## src/rtl/busoff_rec_pkg.sv

```systemverilog
// Shared definitions for the bus-off recovery controller: FSM states and
// the recovery thresholds (11 recessive bits per sequence, 128 sequences).
package busoff_rec_pkg;

  typedef enum logic [1:0] {
    IDLE  = 2'd0,
    HOLD  = 2'd1,
    COUNT = 2'd2,
    DONE  = 2'd3
  } rec_state_t;

  localparam logic [3:0] REC_RUN_LEN    = 4'd11;
  localparam logic [7:0] REC_SEQ_TARGET = 8'd128;

endpackage

```

## src/rtl/rec_run_detect.sv

```systemverilog
// Recessive-run detector: counts consecutive recessive samples and flags the
// sample that completes a run of REC_RUN_LEN bits. The completing sample
// wraps the count back to zero so bit_count never exceeds REC_RUN_LEN-1.
module rec_run_detect
  import busoff_rec_pkg::*;
(
  input  logic       clock,
  input  logic       reset,
  input  logic       clear,
  input  logic       enable,
  input  logic       sample,
  input  logic       rxbit,
  output logic [3:0] bit_count,
  output logic       run_done
);

  assign run_done = enable && sample && rxbit &&
                    (bit_count == (REC_RUN_LEN - 4'd1));

  // Track the current recessive run; dominant samples restart it.
  always_ff @(posedge clock) begin
    if (!reset) begin
      bit_count <= '0;
    end else if (clear) begin
      bit_count <= '0;
    end else if (enable && sample) begin
      if (!rxbit || run_done) begin
        bit_count <= '0;
      end else begin
        bit_count <= bit_count + 4'd1;
      end
    end
  end

endmodule

```

## src/rtl/busoff_rec_ctrl.sv

```systemverilog
// Bus-off recovery controller: after the node enters bus-off, counts 128
// sequences of 11 consecutive recessive bits and then signals rec_done.
// Optional macro BUSOFF_MANUAL_RESTART_EN: wait in HOLD for restart_req
// before counting starts. Without it, counting starts right after busoff rises.
module busoff_rec_ctrl
  import busoff_rec_pkg::*;
(
  input  logic       clock,
  input  logic       reset,
  input  logic       busoff,
  input  logic       sample,
  input  logic       rxbit,
  input  logic       restart_req,
  output logic       rec_active,
  output logic       rec_done,
  output logic [7:0] seq_count,
  output logic [3:0] bit_count
);

  rec_state_t state;
  rec_state_t state_next;
  logic       run_done;
  logic       run_clear;
  logic       run_enable;
  logic       seq_last;

  // Counting only happens in COUNT; losing busoff aborts immediately.
  assign run_enable = (state == COUNT);
  assign run_clear  = (state != COUNT) || !busoff;
  assign seq_last   = run_done && (seq_count == (REC_SEQ_TARGET - 8'd1));

  assign rec_active = (state == COUNT);
  assign rec_done   = (state == DONE);

`ifndef BUSOFF_MANUAL_RESTART_EN
  logic unused_restart_req;
  assign unused_restart_req = restart_req;
`endif

  rec_run_detect u_run_detect (
    .clock     (clock),
    .reset     (reset),
    .clear     (run_clear),
    .enable    (run_enable),
    .sample    (sample),
    .rxbit     (rxbit),
    .bit_count (bit_count),
    .run_done  (run_done)
  );

  // State register.
  always_ff @(posedge clock) begin
    if (!reset) begin
      state <= IDLE;
    end else begin
      state <= state_next;
    end
  end

  // Next-state decode; busoff=0 always wins over sample progress.
  always_comb begin
    state_next = state;
    case (state)
      IDLE: begin
        if (busoff) begin
`ifdef BUSOFF_MANUAL_RESTART_EN
          state_next = HOLD;
`else
          state_next = COUNT;
`endif
        end
      end
      HOLD: begin
`ifdef BUSOFF_MANUAL_RESTART_EN
        if (!busoff) begin
          state_next = IDLE;
        end else if (restart_req) begin
          state_next = COUNT;
        end
`else
        state_next = IDLE;
`endif
      end
      COUNT: begin
        if (!busoff) begin
          state_next = IDLE;
        end else if (seq_last) begin
          state_next = DONE;
        end
      end
      DONE: begin
        if (!busoff) begin
          state_next = IDLE;
        end
      end
      default: state_next = IDLE;
    endcase
  end

  // Completed-sequence counter: zero outside COUNT/DONE, frozen in DONE.
  always_ff @(posedge clock) begin
    if (!reset) begin
      seq_count <= '0;
    end else if (!busoff || state == IDLE || state == HOLD) begin
      seq_count <= '0;
    end else if (state == COUNT && run_done && seq_count != REC_SEQ_TARGET) begin
      seq_count <= seq_count + 8'd1;
    end
  end

endmodule

```

## config.mk

```make
export PLATFORM = sky130hd
export DESIGN_NAME = busoff_rec_ctrl
export DESIGN_NICKNAME = d
export VERILOG_FILES = /design/src/rtl/busoff_rec_pkg.sv /design/src/rtl/rec_run_detect.sv /design/src/rtl/busoff_rec_ctrl.sv
export SDC_FILE = /design/constraint.sdc
export NUM_CORES = 1
export LEC_CHECK = 0
export ABC_AREA = 1
export BUFFER_PORTS_ARGS = -buffer_cell sky130_fd_sc_hd__buf_4
export CELL_PAD_IN_SITES_DETAIL_PLACEMENT = 1
export CELL_PAD_IN_SITES_GLOBAL_PLACEMENT = 1
export CORE_AREA = 2 2 55 57
export DETAILED_ROUTE_END_ITERATION = 6
export DIE_AREA = 0 0 57 59
export PLACE_DENSITY = 0.73
export SLEW_MARGIN = 15
export SYNTH_ARGS = -nofsm -noshare
export SYNTH_HDL_FRONTEND = slang
export SYNTH_HIERARCHICAL = 1
export SYNTH_SLANG_ARGS = --single-unit
```

## constraint.sdc

```tcl
create_clock -name clock -period 1.25 [get_ports clock]
set_input_delay 0.125 -clock clock [delete_from_list [all_inputs] [get_ports clock]]
set_output_delay 0.125 -clock clock [all_outputs]
set_load 0.005 [all_outputs]
```

# Yosys cells after proc, flatten, opt, wreduce, memory -nomap -nowiden
# Index checks and enable logic that the tools add are counted.
totals:
  out_inout_bits: 14
  memories: 0
  reg_bits: 14
  latchBits: 0
  ram_bits: 0
  input_bits: 6
  romBits: 0
op_classes:
  addsub: 2
  div_mod_pow: 0
  reduce_logical: 16
  n_mul: 0
  eq_ne: 10
  shifts: 0
  muxes: 6
  bitwise_logic: 1
  magnitude_cmp: 0
op_table:
  columns: ["cell", "count"]
  rows:
  - ["8-bit by 1-bit adder with 8-bit output (second input constant)", 1]
  - ["8-bit by 7-bit equality test with 1-bit output (second input constant)", 1]
  - ["2-bit 2-to-1 mux", 4]
  - ["8-bit inequality test (second input constant)", 1]
  - ["2-bit one-hot mux with 4 select lines", 1]
  - ["1-bit logical AND", 6]
  - ["2-bit inequality test (second input constant)", 3]
  - ["4-bit by 1-bit adder with 4-bit output (second input constant)", 1]
  - ["2-bit equality test (second input constant)", 2]
  - ["4-bit equality test (second input constant)", 1]
  - ["1-bit logical OR", 4]
  - ["4-bit 2-to-1 mux", 1]
  - ["2-bit OR reduction", 2]
  - ["3-bit inequality test (second input constant)", 1]
  - ["3-bit AND reduction", 1]
  - ["2-bit by 1-bit equality test with 1-bit output (second input constant)", 1]
  - ["1-bit logical NOT", 2]
  - ["2-bit logical NOT", 1]
  - ["1-bit inverter", 1]

# Logic depth before layout (Yosys ltp)
# Gate-level depths: netlist of run 1.
logic_depth:
  depth_word: 8
  depth_mapped: 11
  ltp_nobuf: 11

# Cells and area by module
# Netlist of run 1, hierarchy kept.
modules_own_cells:
  columns: ["module", "cells_each", "area_per_inst_um2", "seq_area_each_um2", "n_inst"]
  rows:
  - ["busoff_rec_ctrl", 96, 609.3, 200.2, 1]
  - ["rec_run_detect", 34, 249.0, 80.1, 1]

# Worst setup path before layout of run 1
# No wires, ideal clock.
synth_timing:
  path_kind: "register to register"
  start: "register state[1]"
  end: "register seq_count[0]"
  path_stages_with_launch: 12
  required_ns: 1.137
  arrival_time_ns: 1.262
  synth_period_minus_slack_ns: 1.375
  slack_ns: -0.125
  setup_ns: 0.113
  path_cell_list: "dfxtp_1 inv_2 nor2_4 nand2_2 inv_4 nand2_1 nor2_1 nand2_1 inv_1 nand2_4 o21ai_1 nor2_1"
synth_between:
  elab_chain_len: 6
synth_lines:
  columns: ["element", "line", "text"]
  rows:
  - ["start, declared", "busoff_rec_ctrl.sv:20", "rec_state_t state;"]
  - ["start signal, assigned", "busoff_rec_ctrl.sv:56", "state <= state_next;"]
  - ["2-bit equality test", null, null]
  - ["named net rec_active", "busoff_rec_ctrl.sv:14", "output logic rec_active,"]
  - ["1-bit logical AND (3 in series)", "rec_run_detect.sv:17", "assign run_done = enable && sample && rxbit &&"]
  - ["named net run_done", "busoff_rec_ctrl.sv:22", "logic run_done;"]
  - ["1-bit logical AND (2 in series)", "busoff_rec_ctrl.sv:106", "end else if (state == COUNT && run_done && seq_count != REC_SEQ_TARGET) begin"]
  - ["end signal, assigned", "busoff_rec_ctrl.sv:107", "seq_count <= seq_count + 8'd1;"]
  - ["end, declared", "busoff_rec_ctrl.sv:16", "output logic [7:0] seq_count,"]
# The timed path passes the listed nets, and every way through them passes these cells.
# A chain may end at the register's enable or synchronous reset.

# Final worst setup path of run 1
layout_timing:
  start: "register state[1]"
  end: "register seq_count[7]"
layout_between:
  elab_chain_len: 6
layout_lines:
  columns: ["element", "line", "text"]
  rows:
  - ["2-bit equality test", "busoff_rec_ctrl.sv:28", "assign run_enable = (state == COUNT);"]
  - ["1-bit logical AND (3 in series)", "rec_run_detect.sv:17", null]
  - ["named net run_done", "busoff_rec_ctrl.sv:22", null]
  - ["1-bit logical AND (2 in series)", "busoff_rec_ctrl.sv:106", null]
# The timed path passes the listed nets, and every way through them passes these cells.

==> metrics.yaml, run 1 <==
pwr:
  peakVddDrop_mv: 0.394
  switching_power_uw: 207
  internal_power_uw: 660
  power.share.clock_pct: 40.1
  power.total_uw: 867
  power_density_mw_per_mm2: 615
  pwr-share-comb_pct: 8.1
  swShare_pct: 23.9
  seqPwrFrac_pct: 51.8
  p_leak_uw: 0.000608
finish:
  drive_gt1_share_pct: 50.8
  diodes: 0
  mostFrequentLayoutCells: "buf_4 (42), nand2_1 (29), inv_1 (13)"
  final_util_pct: 52.1
  seqCellArea_um2: 285
  layout_commonest_cell: "buf_4"
  area_growth_pct: 64.4
  finalNonFillerCells: 210
  fillers: 360
  multi_input_area_um2: 619
  nets: 190
  stdcell_area_mm2: 0.00141
sta:
  slew_headroom_pct: 76.5
  hold_violations: 0
  fin_crit_ns: 1.43
  fin_crit_sh_pct: 115
  skew_ns: 0.00348
  clock.fmax_mhz: 697
  fin_ws_ns: -0.184
  drv_slew: 0
  worst_pin_slew_ns: 0.352
  rsz0062_at_grt: "yes"
  finalSetupViolCount: 10
  fin_tns_setup_ns: -1.28
floorplan:
  io_pins: 20
  std_cell_rows: 19
  die_y_um: 59
  dieArea_mm2: 0.00336
  core_area_mm2: 0.00271
  start_util_pct: 31.7
  die_w_um: 57
place:
  globalplace.congestion: 0.770
  placed_cell_area_mm2: 0.00120
  dp_cells: 202
  dp_hpwl_mm: 2.31
  numPortBuffers: 18
logic_synthesis:
  ys_ff_latch: 14
  synth-seq-area-share_pct: 32.7
  yosys_warnings: 6
  avgSynthCellArea_um2: 6.60
  synth_area_um2: 858
  netlist_instances: 130
  syn_nets: 140
  synth_cell_types: 24
clock_tree:
  ctsHoldBuffers: 0
  path_clk_slew_ns: 0.09
  clock-root-buffer: "clkbuf_4"
  h-tree-depth: 1
  worstSkewPairLatency_ns: 0.29
  cts_buffers: 3
  cts.sinks: 14
  cts_tree: "yes"
  cts_buffer_depth: 2
drt:
  wl_per_cell_um: 15.4
  drtPass1Iterations: 3
  routed-via-count: 1050
  drt_iter0_drc: 18
  ant_nets: 0
  vias_per_cell: 5.00
  drc_errors: 0
  wl_mm: 3.24
critical_path:
  path_max_fanout: 4
  arrival_ns: 1.66
  reg2reg_slack_ns: -0.18
  critPathLaunchType: "register"
  ff2ff_path_depth: 11
  r2r_end: "seq_count[7]$_SDFFE_PP0P_"
  r2r-start: "state[1]$_SDFFE_PN0P_"
  crit_path_end_kind: "register"
  path_class: "reg -> reg"
  crit_required_ns: 1.48
global_routing:
  grt_max_degree: 9
  grtUsageTotal_pct: 20.3
  grt-ovfl-total: 0
  grt_pass1_wl_mm: 5.22
  antenna_found_initial: 0
  grt_pass1_vias: 1142
run:
  maxCapViolCount: 0
hold_path:
  min_path_type: "in -> reg"
  hold_end: "state[1]$_SDFFE_PN0P_"
  min_path_cells: 3
  worstHoldStart: "busoff"
run_status:
  status: "complete, but fails checks"
  violations: "setup timing"
[state kept, by name, summed over array words and instances (netlist names)]
signal and cells:
state 2, seq_count 8, u_run_detect/bit_count 4
[metrics by stage]
stage               setup slack, ns  hold WS, ns
global placement            -0.0861        0.394
CTS                          -0.111       0.0801
detailed placement           -0.258        0.400
floorplan                   -0.0882        0.258
global route                 -0.293       0.0981
finish                       -0.184       0.0931
[synthesized netlist by cell type (all sizes together)]
library cell	count	area, µm²
dfxtp	14	280
a21oi	9	48.8
o21bai	1	7.51
nand2	39	161
a21boi	1	7.51
nand3	12	65.1
buf	1	11.3
o21ai	4	20.0
ha	4	50.1
clkinv	1	5.00
nor2	21	91.3
xor2	2	17.5
inv	17	66.3
o211ai	1	7.51
nand4	3	18.8
[worst max-delay path by stage]
stage | startpoint | to | slack [ns] | cells after the start
after CTS | state[1]$_SDFFE_PN0P_ | seq_count[7]$_SDFFE_PP0P_ | -0.11 | 11
after floorplan | state[1]$_SDFFE_PN0P_ | seq_count[1]$_SDFFE_PP0P_ | -0.09 | 11
after detailed placement | u_run_detect/bit_count[0]$_SDFFE_PP0P_ | seq_count[4]$_SDFFE_PP0P_ | -0.26 | 9
final | state[1]$_SDFFE_PN0P_ | seq_count[7]$_SDFFE_PP0P_ | -0.18 | 11
after global routing | state[1]$_SDFFE_PN0P_ | seq_count[2]$_SDFFE_PP0P_ | -0.29 | 11
after global placement | u_run_detect/bit_count[0]$_SDFFE_PP0P_ | seq_count[7]$_SDFFE_PP0P_ | -0.09 | 9
[final cells by class]
class	count	area share, %
tap	31	2.75
multi-input combinational	97	43.9
inverter	18	5.05
timing repair buffer	46	25.5
sequential	14	20.2
clock buffer	4	2.57
[logic make-up after synthesis]
group,after synthesis,synth area share [%]
xor gates and xnor gates,2,2.04
adders and majority gates,4,5.83
and+or+nand+nor,75,39.2
DFF,14,32.7
AOI/OAI and AO/OA,16,10.6
buffers and inverters,19,9.62
[timing repair]
action | 4_1_cts | 5_1_grt
setup buffers | 5 | 3
hold endpoints to repair | 0 | 0
pin swaps | 10 | 20
resized for setup | 12 | 26
setup endpoints to repair | 10 | 13
[power groups by stage]
stage | logic (µW) | registers [µW] | clock network (µW)
after detailed placement | 50.2 | 460 | 0
after global routing | 75.2 | 450 | 379
final | 70.5 | 449 | 347
after CTS | 60.8 | 449 | 358
after floorplan | 19.2 | 460 | 0
after global placement | 48.2 | 460 | 0
[layer usage]
layer | global-route usage [%] | up-vias | part of all wire, %
li1 | - | 512 | -
met3 | 2.40 | 10 | 2.6
met4 | 9.97 | 0 | 3.7
met5 | 0 | - | 0
met2 | 40.7 | 21 | 56
met1 | 20.4 | 507 | 38
[critical path, stage by stage (launching register included)]
cell and delay [ns]:
dfxtp_2 0.35, inv_2 0.05, nor2_4 0.12, nand2_2 0.09, inv_4 0.07, nand2_4 0.05, nor2_4 0.09, nand2_2 0.09
nor2_4 0.13, buf_6 0.12, nand2_2 0.06, a21oi_2 0.14
Power figures use the tool's default switching activity.
==> run 2, diff against run 1 <==
--- a/config.mk
+++ b/config.mk
@@ -9,10 +9,10 @@
 export BUFFER_PORTS_ARGS = -buffer_cell sky130_fd_sc_hd__buf_4
 export CELL_PAD_IN_SITES_DETAIL_PLACEMENT = 1
 export CELL_PAD_IN_SITES_GLOBAL_PLACEMENT = 1
-export CORE_AREA = 2 2 55 57
+export CORE_AREA = 2 2 52 54
 export DETAILED_ROUTE_END_ITERATION = 6
-export DIE_AREA = 0 0 57 59
-export PLACE_DENSITY = 0.73
+export DIE_AREA = 0 0 54 56
+export PLACE_DENSITY = 0.77
 export SLEW_MARGIN = 15
 export SYNTH_ARGS = -nofsm -noshare
 export SYNTH_HDL_FRONTEND = slang
==> constraint.sdc (replaced) <==
create_clock -name clock -period 1.45 [get_ports clock]
set_input_delay 0.145 -clock clock [delete_from_list [all_inputs] [get_ports clock]]
set_output_delay 0.145 -clock clock [all_outputs]
set_load 0.005 [all_outputs]
==> run 2 against run 1 <==
  * The flow now finishes without violations
  * Critical path depth unchanged
  * Non-clock buffer count is 16 lower
  * Routed wire length fell by 22%
  * First-iteration DRC count decreased by 72%
  * Critical endpoint is now seq_count[0]$_SDFFE_PP0P_
  * Highest routed layer is now met3
  * Setup slack better by 0.27 ns
  * Largest power group unchanged
  * Count of clock-buffer cells in the layout down 1
  * Worst hold slack better by 0.049 ns
  * Power down 24%
  * Cell area down 15%
  * Global-route usage fell by 2.6 points
==> metrics.yaml, run 2 (synthesis results as in run 1) <==
clock_tree:
  worstSkewPairLatency_ns: 0.27
  cts_buffers: 3
  h-tree-depth: 1
  cts_tree: "yes"
  cts_buffer_depth: 2
  path_clk_slew_ns: 0.09
  cts.sinks: 14
  clock-root-buffer: "clkbuf_4"
finish:
  diodes: 0
  layout_commonest_cell: "nand2_1"
  largest-register: "seq_count"
  largest_reg_flops: 8
  drive_gt1_share_pct: 35.2
  finalNonFillerCells: 192
  stdcell_area_mm2: 0.00120
  reg.largest.list: "seq_count x8, u_run_detect/bit_count x4, state x2"
  nets: 174
  mostFrequentLayoutCells: "nand2_1 (33), buf_4 (30), nor2_1 (17)"
  area_growth_pct: 40.4
sta:
  worst_pin_slew_ns: 0.323
  rsz0062_at_grt: "yes"
  hold_violations: 0
  fin_tns_setup_ns: 0
  hold_slack_ns: 0.142
  fin_ws_ns: 0.0827
  finalSetupViolCount: 0
  clock.fmax_mhz: 731
  slew_headroom_pct: 78.4
  fin_crit_sh_pct: 94.3
  drv_slew: 0
  skew_ns: 0.00149
  fin_crit_ns: 1.37
global_routing:
  grtUsageTotal_pct: 17.6
  antenna_found_initial: 0
  grt_max_degree: 9
  grt-ovfl-total: 0
  grt_pass1_wl_mm: 4.08
  grt_pass1_vias: 950
drt:
  ant_nets: 0
  vias_per_cell: 4.91
  drt_iter0_drc: 5
  routed-via-count: 943
  wl_mm: 2.53
  drtPass1Iterations: 4
  wl_per_cell_um: 13.2
  drc_errors: 0
critical_path:
  critPathLaunchType: "register"
  path_delay_family: "simple AND/OR/NAND/NOR gates"
  ff2ff_path_depth: 11
  r2r_end: "seq_count[0]$_SDFFE_PP0P_"
  crit_chain: "inv_2, nor2_4, nand2_2, inv_4, nand2_4, nor2_4, nand2_4, inv_6, nand2_8, o21ai_2, nor2_1"
  path_class: "reg -> reg"
  critPathBufInv: 3
  arrival_ns: 1.54
  path_depth: 11
  worstSetupStartpoint: "state[1]$_SDFFE_PN0P_"
  cp_slowest_cell: "dfxtp_2"
  reg2reg_slack_ns: 0.08
  slowest_delay_ns: 0.34
  crit_required_ns: 1.62
  path_max_fanout: 8
  r2r-start: "state[1]$_SDFFE_PN0P_"
  crit_path_end_kind: "register"
floorplan:
  core_area_mm2: 0.00243
  io_pins: 20
  dieArea_mm2: 0.00302
  die_w_um: 54
  std_cell_rows: 18
  die_y_um: 56
  start_util_pct: 35.3
run:
  maxCapViolCount: 0
place:
  globalplace.congestion: 0.832
  post-place-ws_ns: -0.0531
  placed_cell_area_mm2: 0.00109
  dp_hpwl_mm: 2.02
  numPortBuffers: 18
  dp_cells: 187
pwr:
  p_leak_uw: 0.000511
  peakVddDrop_mv: 0.314
  power_density_mw_per_mm2: 544
hold_path:
  hold_end: "state[1]$_SDFFE_PN0P_"
  worstHoldStart: "busoff"
  min_path_cells: 3
  min_path_type: "in -> reg"
run_status:
  status: "completed"
==> run 2: cell count changes in the layout (fill, tap and decap cells not counted), sizes merged <==
cell    before  now
clkbuf       4    3
buf         46   30
==> run 2: layout make-up <==
type	count	area (µm²)
fillers	333	1230
repair buffers	30	225
clock buffers	3	22.5
multi-input cells	97	558
well taps	30	37.5
inverters	18	76.3
flip-flops and latches	14	285
==> run 2: worst max path at each step <==
stage	end	slack (ns)
floorplan	seq_count[0]$_SDFFE_PP0P_	0.07
global placement	seq_count[0]$_SDFFE_PP0P_	0.03
detailed placement	seq_count[0]$_SDFFE_PP0P_	-0.05
CTS	seq_count[0]$_SDFFE_PP0P_	0.009
global route	seq_count[0]$_SDFFE_PP0P_	-0.02
finish	seq_count[0]$_SDFFE_PP0P_	0.08
==> run 2: tightest hold or removal path, cell delays in order <==
cell     delay, ns
buf_4         0.11
nand2_1       0.07
a21oi_1       0.05
==> run 2: routing by layer <==
metal	up-vias	routed length, µm	global-route usage [%]
li1	476	-	-
met1	459	1100	20.3
met2	8	1380	33.6
met3	0	53	2.42
met4	0	0	2.14
met5	-	0	0
==> run 2: what timing repair did <==
item                       in CTS  in global routing
setup endpoints to repair       8                  9
pin swaps                       0                  8
hold buffers                    0                  0
gates resized for setup         4                 17
cloned                          0                  0
buffers inserted                0                  2
==> run 2: report_power, final <==
part / total, µW / switching, µW / internal, µW
clock network: 219 / 123 / 95.9
registers: 387 / 1.14 / 386
logic: 49.2 / 25.9 / 23.3
total: 655 / 150 / 505
==> run 2: through the flow <==
| step | util (%) | total power (µW) |
|---|---|---|
| after floorplan | - | 413 |
| after global placement | 45.0 | 435 |
| after detailed placement | 45.0 | 436 |
| after CTS | 46.3 | 660 |
| after global routing | 49.5 | 689 |
| final | 49.5 | 655 |
